<file path="src/rtl/servo_pkg.sv">
// rtl/servo_pkg.sv - shared types and constants for the servo sweep controller
package servo_pkg;

    localparam int ANGLE_W    = 8;
    localparam int DIST_W_MAX = 64;

    // Reported in place of a distance when the range sensor never answers
    localparam logic [DIST_W_MAX-1:0] DIST_ALL_ONES = '1;

    typedef enum logic [2:0] {
        ST_IDLE,
        ST_MOVE,
        ST_SETTLE,
        ST_MEASURE,
        ST_REPORT
    } sweep_state_e;

endpackage

</file>
<file path="src/rtl/servo_sweep_ctrl_if.sv">
// rtl/servo_sweep_ctrl_if.sv - record output channel of the servo sweep controller
interface servo_sweep_ctrl_if #(
    parameter int DIST_W = 16
);
    import servo_pkg::*;

    logic               rec_valid;
    logic               rec_ready;
    logic [ANGLE_W-1:0] rec_angle;
    logic [DIST_W-1:0]  rec_dist;

    modport master (
        output rec_valid,
        output rec_angle,
        output rec_dist,
        input  rec_ready
    );

    modport slave (
        input  rec_valid,
        input  rec_angle,
        input  rec_dist,
        output rec_ready
    );

endinterface

</file>
<file path="src/rtl/sweep_angle_gen.sv">
// rtl/sweep_angle_gen.sv - commanded angle register with bounded up/down stepping
module sweep_angle_gen
    import servo_pkg::*;
(
    input  logic               clk,
    input  logic               rst_n,
    input  logic               load_i,
    input  logic               step_i,
    input  logic [ANGLE_W-1:0] angle_min_i,
    input  logic [ANGLE_W-1:0] angle_max_i,
    input  logic [ANGLE_W-1:0] step_size_i,
    output logic [ANGLE_W-1:0] angle_o
);

    logic [ANGLE_W-1:0] angle_q, angle_d;
    logic [ANGLE_W-1:0] min_q, max_q, step_q;
    logic               dir_down_q, dir_down_d;
    logic [ANGLE_W:0]   sum_ext;
    logic [ANGLE_W:0]   diff_ext;

    // One extra bit catches overflow going up and borrow going down
    assign sum_ext  = {1'b0, angle_q} + {1'b0, step_q};
    assign diff_ext = {1'b0, angle_q} - {1'b0, step_q};

    // Next angle: clamp at either bound and reverse direction there
    always_comb begin
        angle_d    = angle_q;
        dir_down_d = dir_down_q;
        if (step_q == '0 || min_q >= max_q) begin
            angle_d    = min_q;
            dir_down_d = 1'b0;
        end else if (!dir_down_q) begin
            if (sum_ext >= {1'b0, max_q}) begin
                angle_d    = max_q;
                dir_down_d = 1'b1;
            end else begin
                angle_d = sum_ext[ANGLE_W-1:0];
            end
        end else begin
            if (diff_ext[ANGLE_W] || diff_ext[ANGLE_W-1:0] <= min_q) begin
                angle_d    = min_q;
                dir_down_d = 1'b0;
            end else begin
                angle_d = diff_ext[ANGLE_W-1:0];
            end
        end
    end

    // Bounds are captured on load; the angle only moves on an explicit step
    always_ff @(posedge clk or negedge rst_n) begin
        if (!rst_n) begin
            angle_q    <= '0;
            dir_down_q <= 1'b0;
            min_q      <= '0;
            max_q      <= '0;
            step_q     <= '0;
        end else if (load_i) begin
            angle_q    <= angle_min_i;
            dir_down_q <= 1'b0;
            min_q      <= angle_min_i;
            max_q      <= angle_max_i;
            step_q     <= step_size_i;
        end else if (step_i) begin
            angle_q    <= angle_d;
            dir_down_q <= dir_down_d;
        end
    end

    assign angle_o = angle_q;

endmodule

</file>
<file path="src/rtl/servo_sweep_ctrl.sv">
// rtl/servo_sweep_ctrl.sv - sweeps a servo between bounds and records a range at each stop
module servo_sweep_ctrl
    import servo_pkg::*;
#(
    parameter int TIMEOUT_FRAMES = 4,
    parameter int DIST_W         = 16
) (
    input  logic               clk,
    input  logic               rst_n,
    input  logic               enable,
    input  logic [ANGLE_W-1:0] angle_min,
    input  logic [ANGLE_W-1:0] angle_max,
    input  logic [ANGLE_W-1:0] step,
    input  logic [3:0]         settle_frames,
    input  logic               cycle_done,
    output logic [ANGLE_W-1:0] angle,
    output logic               meas_start,
    input  logic               meas_done,
    input  logic [DIST_W-1:0]  meas_data,
    output logic               busy,
    servo_sweep_ctrl_if.master rec
);

    // Frame counter is shared by settling and the measurement timeout
    localparam int CNT_W = ($clog2(TIMEOUT_FRAMES + 1) > 4) ? $clog2(TIMEOUT_FRAMES + 1) : 4;
    localparam logic [CNT_W-1:0] TIMEOUT_CNT = CNT_W'(TIMEOUT_FRAMES);

    sweep_state_e       state_q;
    logic [3:0]         settle_q;
    logic [CNT_W-1:0]   frame_cnt_q;
    logic [CNT_W-1:0]   frame_cnt_inc;
    logic               step_pending_q;
    logic               meas_start_q;
    logic               rec_valid_q;
    logic [ANGLE_W-1:0] rec_angle_q;
    logic [DIST_W-1:0]  rec_dist_q;
    logic               load_angle;
    logic               apply_step;

    assign frame_cnt_inc = frame_cnt_q + CNT_W'(1);
    assign load_angle    = (state_q == ST_IDLE) && enable;
    assign apply_step    = (state_q == ST_MOVE) && step_pending_q;

    sweep_angle_gen u_angle_gen (
        .clk         (clk),
        .rst_n       (rst_n),
        .load_i      (load_angle),
        .step_i      (apply_step),
        .angle_min_i (angle_min),
        .angle_max_i (angle_max),
        .step_size_i (step),
        .angle_o     (angle)
    );

    // Sweep sequencer: move, wait for the servo to settle, measure, hand off a record
    always_ff @(posedge clk or negedge rst_n) begin
        if (!rst_n) begin
            state_q        <= ST_IDLE;
            settle_q       <= '0;
            frame_cnt_q    <= '0;
            step_pending_q <= 1'b0;
            meas_start_q   <= 1'b0;
            rec_valid_q    <= 1'b0;
            rec_angle_q    <= '0;
            rec_dist_q     <= '0;
        end else begin
            case (state_q)
                ST_IDLE: begin
                    if (enable) begin
                        settle_q       <= settle_frames;
                        step_pending_q <= 1'b0;
                        state_q        <= ST_MOVE;
                    end
                end
                ST_MOVE: begin
                    step_pending_q <= 1'b1;
                    frame_cnt_q    <= '0;
                    if (settle_q == 4'd0) begin
                        meas_start_q <= 1'b1;
                        state_q      <= ST_MEASURE;
                    end else begin
                        state_q <= ST_SETTLE;
                    end
                end
                ST_SETTLE: begin
                    if (cycle_done) begin
                        if (frame_cnt_inc == CNT_W'(settle_q)) begin
                            frame_cnt_q  <= '0;
                            meas_start_q <= 1'b1;
                            state_q      <= ST_MEASURE;
                        end else begin
                            frame_cnt_q <= frame_cnt_inc;
                        end
                    end
                end
                ST_MEASURE: begin
                    meas_start_q <= 1'b0;
                    // A done in the same clk as the request cannot belong to it
                    if (meas_done && !meas_start_q) begin
                        rec_dist_q  <= meas_data;
                        rec_angle_q <= angle;
                        rec_valid_q <= 1'b1;
                        state_q     <= ST_REPORT;
                    end else if (cycle_done) begin
                        if (frame_cnt_inc == TIMEOUT_CNT) begin
                            rec_dist_q  <= DIST_ALL_ONES[DIST_W-1:0];
                            rec_angle_q <= angle;
                            rec_valid_q <= 1'b1;
                            state_q     <= ST_REPORT;
                        end else begin
                            frame_cnt_q <= frame_cnt_inc;
                        end
                    end
                end
                ST_REPORT: begin
                    if (rec.rec_ready) begin
                        rec_valid_q <= 1'b0;
                        state_q     <= enable ? ST_MOVE : ST_IDLE;
                    end
                end
                default: state_q <= ST_IDLE;
            endcase
        end
    end

    assign meas_start    = meas_start_q;
    assign busy          = (state_q != ST_IDLE);
    assign rec.rec_valid = rec_valid_q;
    assign rec.rec_angle = rec_angle_q;
    assign rec.rec_dist  = rec_dist_q;

endmodule

</file>
<file path="src/flat_wrapper.sv">
// flat-port wrapper written by rule: the top's interface ports become plain ports
module servo_sweep_ctrl_flat import servo_pkg::*;
#(
    parameter int TIMEOUT_FRAMES = 4,
    parameter int DIST_W         = 16
)
  (clk, rst_n, enable, angle_min, angle_max, step, settle_frames, cycle_done, angle, meas_start, meas_done, meas_data, busy, rec_rec_valid, rec_rec_angle, rec_rec_dist, rec_rec_ready);
  servo_sweep_ctrl_if #(.DIST_W(DIST_W)) rec_i ();
  input  logic clk;
  input  logic rst_n;
  input  logic enable;
  input  logic [ANGLE_W-1:0] angle_min;
  input  logic [ANGLE_W-1:0] angle_max;
  input  logic [ANGLE_W-1:0] step;
  input  logic [3:0] settle_frames;
  input  logic cycle_done;
  output logic [ANGLE_W-1:0] angle;
  output logic meas_start;
  input  logic meas_done;
  input  logic [DIST_W-1:0] meas_data;
  output logic busy;
  output wire logic [$bits(rec_i.rec_valid)-1:0] rec_rec_valid;
  output wire logic [$bits(rec_i.rec_angle)-1:0] rec_rec_angle;
  output wire logic [$bits(rec_i.rec_dist)-1:0] rec_rec_dist;
  input wire logic [$bits(rec_i.rec_ready)-1:0] rec_rec_ready;
  assign rec_rec_valid = rec_i.rec_valid;
  assign rec_rec_angle = rec_i.rec_angle;
  assign rec_rec_dist = rec_i.rec_dist;
  assign rec_i.rec_ready = rec_rec_ready;
  servo_sweep_ctrl #(.TIMEOUT_FRAMES(TIMEOUT_FRAMES), .DIST_W(DIST_W)) u_core (.clk(clk), .rst_n(rst_n), .enable(enable), .angle_min(angle_min), .angle_max(angle_max), .step(step), .settle_frames(settle_frames), .cycle_done(cycle_done), .angle(angle), .meas_start(meas_start), .meas_done(meas_done), .meas_data(meas_data), .busy(busy), .rec(rec_i));
endmodule
</file>
<file path="config.mk">
export PLATFORM = sky130hd
export DESIGN_NAME = servo_sweep_ctrl_flat
export DESIGN_NICKNAME = d
export VERILOG_FILES = /design/src/rtl/servo_pkg.sv /design/src/rtl/servo_sweep_ctrl_if.sv /design/src/rtl/sweep_angle_gen.sv /design/src/rtl/servo_sweep_ctrl.sv /design/src/flat_wrapper.sv
export SDC_FILE = /design/constraint.sdc
export NUM_CORES = 1
export LEC_CHECK = 0
export BUFFER_PORTS_ARGS = -buffer_cell sky130_fd_sc_hd__buf_4
export CAP_MARGIN = 20
export CORE_MARGIN = 5
export CORE_UTILIZATION = 61
export DETAILED_ROUTE_END_ITERATION = 12
export PLACE_DENSITY_LB_ADDON = 0.12
export SLEW_MARGIN = 10
export SYNTH_ARGS = -nofsm -noshare
export SYNTH_HDL_FRONTEND = slang
export SYNTH_HIERARCHICAL = 1
export SYNTH_SLANG_ARGS = --single-unit
</file>
<file path="constraint.sdc">
create_clock -name clk -period 6.8 [get_ports clk]
set_input_delay 1.36 -clock clk [delete_from_list [all_inputs] [get_ports clk]]
set_output_delay 1.36 -clock clk [all_outputs]
set_load 0.005 [all_outputs]
</file>
== Yosys cells after proc, flatten, opt, wreduce, memory -nomap -nowiden ==
Index checks and enable logic that the tools add are counted.
Widths: inputs -> output; s select.

* Add/subtract/negate cells: 3
* Magnitude comparators: 3
* Equality and inequality tests: 16
* Mux-type cells: 45
* Reduce and logical (&&, ||, !) cells: 23

{| class="wikitable"
|+ Operator list
! operator !! number
|-
| $mux 8 || 9
|-
| $mux 16 || 3
|-
| $mux 3 || 7
|-
| $mux 4 || 5
|-
| $mux 1 || 16
|-
| $pmux 3 s5 || 1
|-
| $ne 2x2->1 const B || 7
|-
| $pmux 4 s3 || 1
|-
| $reduce_bool 2->1 || 5
|-
| $add 8x8->9 || 1
|-
| $ge 9x8->1 || 1
|-
| $sub 8x8->9 || 1
|-
| $ge 8x8->1 || 1
|-
| $le 8x8->1 || 1
|-
| $logic_not 8->1 || 1
|-
| $reduce_and 4->1 || 2
|-
| $eq 3x2->1 const B || 2
|-
| $reduce_and 6->1 || 1
|-
| $reduce_bool 3->1 || 2
|-
| $reduce_and 5->1 || 1
|-
| $add 4x1->4 const B || 1
|-
| $eq 4x3->1 const B || 1
|-
| $eq 4x4->1 || 1
|-
| $logic_not 4->1 || 1
|-
| other kinds (13) || 18
|}

* Flip-flop bits (word level): 71
* Input port bits: 50
* Output and inout port bits: 35
* Logic and storage cells: 103

== Depth between registers and ports, before layout ==
* Depth in word-level cells: 8
* Depth in mapped cells: 17
* Mapped depth without buffers: 16

== Cells and area by module ==
The synthesis kept the hierarchy.

{| class="wikitable"
|+ By module, submodules not included
! module !! times used !! cells an instance !! area each (um^2) !! sequential area each (um^2)
|-
| sweep_angle_gen || 1 || 335 || 2850.2 || 825.8
|-
| servo_sweep_ctrl || 1 || 138 || 1745.4 || 950.9
|}

== Worst setup path before layout ==
Ideal clock, no wire load.

* Kind: reg2reg
* From: register u_core.u_angle_gen.angle_q[2] (netlist: u_core/u_angle_gen/angle_o[2])
* To: register u_core.u_angle_gen.angle_q[5] (netlist: u_core/u_angle_gen/angle_o[5])
* Setup time: 126 ps
* Arrival: 3261 ps
* Data required time: 6674 ps
* Slack: 3414 ps
* Stages on the path, launching flop included: 16
* Buffers on the path: 2
* Clock period less this slack: 3386 ps
* Cell sequence: dfrtp_1 ha_1 buf_6 nand2b_4 a221o_1 a21oi_1 nor2_1 xnor2_1 ha_1 a21oi_1 o221ai_1 a21o_1 or2_1 buf_6 mux2_2 o311a_1

* Word-level cells in the longest chain between the ends: 8

{| class="wikitable"
|+ Ends and longest elaborated chain
! item !! line !! source
|-
| start: declaration || sweep_angle_gen.sv:15 || <nowiki>logic [ANGLE_W-1:0] angle_q, angle_d;</nowiki>
|-
| start signal: assignment || sweep_angle_gen.sv:58 || <nowiki>angle_q <= angle_min_i;</nowiki>
|-
| start signal: assignment || sweep_angle_gen.sv:64 || <nowiki>angle_q <= angle_d;</nowiki>
|-
| $sub 8x8->9 || sweep_angle_gen.sv:23 || <nowiki>assign diff_ext = {1'b0, angle_q} - {1'b0, step_q};</nowiki>
|-
| $le 8x8->1 || sweep_angle_gen.sv:40 || <nowiki>if (diff_ext[ANGLE_W] || diff_ext[ANGLE_W-1:0] <= min_q) begin</nowiki>
|-
| $logic_or 1x1->1 || sweep_angle_gen.sv:40 ||
|-
| $mux 8 || sweep_angle_gen.sv:40 ||
|-
| $mux 8 * || sweep_angle_gen.sv:32 || <nowiki>end else if (!dir_down_q) begin</nowiki>
|-
| $mux 8 * || sweep_angle_gen.sv:29 || <nowiki>if (step_q == '0 || min_q >= max_q) begin</nowiki>
|-
| $mux 8 * || sweep_angle_gen.sv:63 || <nowiki>end else if (step_i) begin</nowiki>
|-
| $mux 8 * || sweep_angle_gen.sv:57 || <nowiki>end else if (load_i) begin</nowiki>
|}

Every way passes the cells marked *; elsewhere a longest branch is shown, timed or not. The select of a mux whose other input is x is not followed.
A chain may end at the register's enable or synchronous reset.

== Final worst setup path ==
* From: register u_core.u_angle_gen.angle_q[0] (netlist: u_core/u_angle_gen/angle_o[0])
* To: register u_core.u_angle_gen.angle_q[5] (netlist: u_core/u_angle_gen/angle_o[5])

The elaborated chain is that of the path after synthesis.

==> impl_summary.log <==
[metrics] clock slew at reported path FFs: 80 ps
[metrics] vias in the first global route: 3,847
[metrics] Data required, critical path: 7050 ps
[metrics] Post-Synthesis Mean Instance Area: 9.72 um2
[metrics] final HPWL from detailed placement: 8870 um
[metrics] routability congestion estimate: 0.902
[metrics] register area share after synthesis: 38.7%
[metrics] highest clock rate: 0.251 GHz
[metrics] clock tree buffer depth: 2
[metrics] Hold WC Path Type: reg2reg
[metrics] count of antenna-violating nets left after detailed routing: 0
[metrics] standard-cell row count: 31
[metrics] number of detailed-routing iterations run before antenna repair: 5
[metrics] final worst path period need: 3990 ps
[metrics] CP Class: reg2reg
[metrics] die boundary width: 96.8 um
[metrics] primary flip-flop cell chosen by synthesis mapping: sky130_fd_sc_hd__dfrtp_1
[metrics] final-report setup violation count: 0
[metrics] most frequent cells in the layout: sky130_fd_sc_hd__buf_4 (86), sky130_fd_sc_hd__dfrtp_1 (71), sky130_fd_sc_hd__o21ai_0 (44)
[metrics] critical path peak fanout: 7
[metrics] via total after detailed routing: 3,867
[metrics] share of async-settable or async-resettable flops after synthesis: 100%
[metrics] Max stage delay on crit path: 550 ps
[metrics] TNS Setup: 0 ps
[metrics] Distinct cells, synth: 68
[metrics] count of warnings emitted by yosys: 6
[metrics] Mapped Nets: 567
[metrics] RSZ-0062 raised after global routing: no
[metrics] flops & latches, synth: 71
[metrics] maximum number of pins on one net before global-route repair: 72
[metrics] sum of routed wire length over all layers: 11,700 um
[metrics] CTS tree: yes
[metrics] Clock Skew: 6.36 ps
[metrics] total of buffers placed on input and output ports: 84
[metrics] commonest non-fill, non-tap cell in the layout: sky130_fd_sc_hd__buf_4
[metrics] post-synth design cell area: 4600 um2
[metrics] Critical Path AT: 4230 ps
[metrics] worst r2r src: u_core/u_angle_gen/angle_o[0]$_DFFE_PN0P_
[metrics] All-Layer GR Usage: 25.4%
[metrics] starting DRC count in detailed routing: 297
[metrics] proportion of netlist area held by the largest area contributor: 38.7%
[metrics] library cell with the largest summed area after synthesis: sky130_fd_sc_hd__dfrtp_1
[metrics] area of the die: 9370 um2
[metrics] kind of end point of the critical path: flip-flop
[metrics] total I/O pin count: 85
[metrics] number of hold buffers added after CTS: 0
[metrics] Setup crit start kind: flip-flop
[metrics] count of final hold-check violations: 0
[metrics] post-DR wirelength/cell: 18.0 um
[metrics] worst slew slack as a fraction of its limit: 40.3%
[metrics] area of the core: 7290 um2
[metrics] die height: 96.8 um
[metrics] Slew @ Worst Pin: 895 ps
[metrics] cell types occupying the most area after synthesis: sky130_fd_sc_hd__dfrtp_1 (39%), sky130_fd_sc_hd__ha_1 (11%), sky130_fd_sc_hd__o21ai_0 (4.8%)
[metrics] cell-by-cell listing of the critical path: inv_1 -> ha_1 -> inv_1 -> fa_1 -> a211oi_1 -> o21bai_1 -> a21oi_1 -> xnor2_1 -> ha_1 -> a21oi_1 -> nand2_1 -> a21oi_1 -> a211oi_2 -> o211ai_1 -> o21ai_0 -> o311a_1
[metrics] Starting Density: 63.0%
[metrics] launching instance or port of the critical path: u_core/u_angle_gen/angle_o[0]$_DFFE_PN0P_
[metrics] post-route clock period utilization: 58.6%
[metrics] number of pins with negative max-slew slack in the final report: 0
[metrics] number of antenna violations at the first check in global routing: 0
[metrics] hold_sp: u_core/rec.rec_dist[0]$_DFFE_PN0P_
[metrics] count of buffers added by post-CTS timing repair for setup: 0
[metrics] Synth-to-Final Area Change: 18.1%
[metrics] number of clock buffers inserted by TritonCTS: 9
[metrics] Mapped Cells: 473
[metrics] antenna fix cells: 0
[metrics] Final nets: 642
[metrics] outcome: complete, no violations
[metrics] Crit-path slowest cell: sky130_fd_sc_hd__o211ai_1
[metrics] fraction of layout instances using a drive strength above 1: 24.1%
[metrics] htree depth: 3
[metrics] ratio of routed vias to standard cells: 5.93
[metrics] number of enable flip-flop cells after synthesis: 0
[metrics] number of gates resized after CTS: 0
[metrics] cell seen most often among critical-path stages: sky130_fd_sc_hd__a21oi_1
[metrics] MaxCap Viol Count: 0
[metrics] total clock sinks: 71
[metrics] first-pass GRT wire length: 19,200 um
[metrics] Skew-Pair Late Insertion Delay: 360 ps
[metrics] CTS Root Buffer Type: sky130_fd_sc_hd__clkbuf_8
[metrics] total grt overflow: 0
[metrics] DRC viols: 0
kinds of logic after synthesis:
kind of cell	count (synthesis)	share of synthesized area, %
adders and majority gates	44	12.3
DFF	71	38.7
muxes	23	5.96
and+or+nand+nor	115	12.6
AOI/OAI and AO/OA	143	21.5
xor gates and xnor gates	17	3.24
buffers and inverters	60	5.74
cell usage after synthesis (all sizes together) (8+ instances only):
cell type,instances
buf,11
ha,42
o22a,16
nor2b,10
clkbuf,11
inv,38
a21oi,23
dfrtp,71
mux2,17
nor3,8
nand2,43
nand2b,9
nor2,19
xnor2,13
o21ai,46
per-stage QoR:
stage | hold slack [ps] | area, um2 | std cells | worst slack (ps) | utilization, %
2_1_floorplan | 461 | 4600 | 473 | 3410 | -
3_3_place_gp | 485 | 5250 | 636 | 3050 | 72.0
3_5_place_dp | 499 | 5250 | 636 | 2970 | 72.0
4_1_cts | 517 | 5430 | 652 | 2900 | 74.4
5_1_grt | 535 | 5430 | 652 | 2590 | 74.4
6_report | 515 | 5430 | 652 | 2810 | 74.4
state kept, by name, summed over array words and instances (netlist names):
| signal | flops |
|---|---|
| u_core/u_angle_gen/max_q | 8 |
| u_core/state_q | 3 |
| u_core/u_angle_gen/angle_o | 8 |
| u_core/settle_q | 4 |
| u_core/u_angle_gen/min_q | 8 |
| u_core/u_angle_gen/step_q | 8 |
| u_core/u_angle_gen/dir_down_q | 1 |
| u_core/rec.rec_valid | 1 |
| u_core/step_pending_q | 1 |
| u_core/rec.rec_dist | 16 |
| u_core/frame_cnt_q | 4 |
| u_core/meas_start | 1 |
| u_core/rec.rec_angle | 8 |
worst max-delay path: cells and delay by family (launching register included):
| family | cells | cell delay [ps] |
|---|---|---|
| compound gates | 9 | 2150 |
| xor+xnor | 1 | 190 |
| fa+ha+maj | 3 | 890 |
| buf+inv | 2 | 140 |
| flops | 1 | 450 |
| simple gates | 1 | 60 |
path summary, 6_finish.rpt:
path / depth (start not counted) / slack, ps / end
min in group asynchronous: 1 / 1130 / u_core/rec.rec_dist[3]$_DFFE_PN0P_
hold / removal: 1 / 510 / u_core/rec.rec_dist[0]$_DFFE_PN0P_
setup reg to reg: 16 / 2810 / u_core/u_angle_gen/angle_o[5]$_DFFE_PN0P_
max in group asynchronous: 1 / 5100 / u_core/u_angle_gen/min_q[5]$_DFFE_PN0P_
setup / recovery: 16 / 2810 / u_core/u_angle_gen/angle_o[5]$_DFFE_PN0P_
hold reg to reg: 1 / 510 / u_core/rec.rec_dist[0]$_DFFE_PN0P_
metal layers:
layer	global-route usage (%)	routed length, um
met5	0	0
met4	9.61	239
met3	5.54	833
met2	40.6	5490
met1	33.9	5150
area by class of cell:
class / instances / area (um2)
Timing Repair Buffer: 86 / 646
Clock inverter: 6 / 46.3
Sequential cell: 71 / 1780
Clock buffer: 10 / 128
Multi-Input combinational cell: 342 / 2560
Tap cell: 99 / 124
Fill cell: 555 / 1860
Inverter: 38 / 143
Power is not shown: default switching activity piles up to over one toggle a cycle in this logic, so the estimate is an artifact.
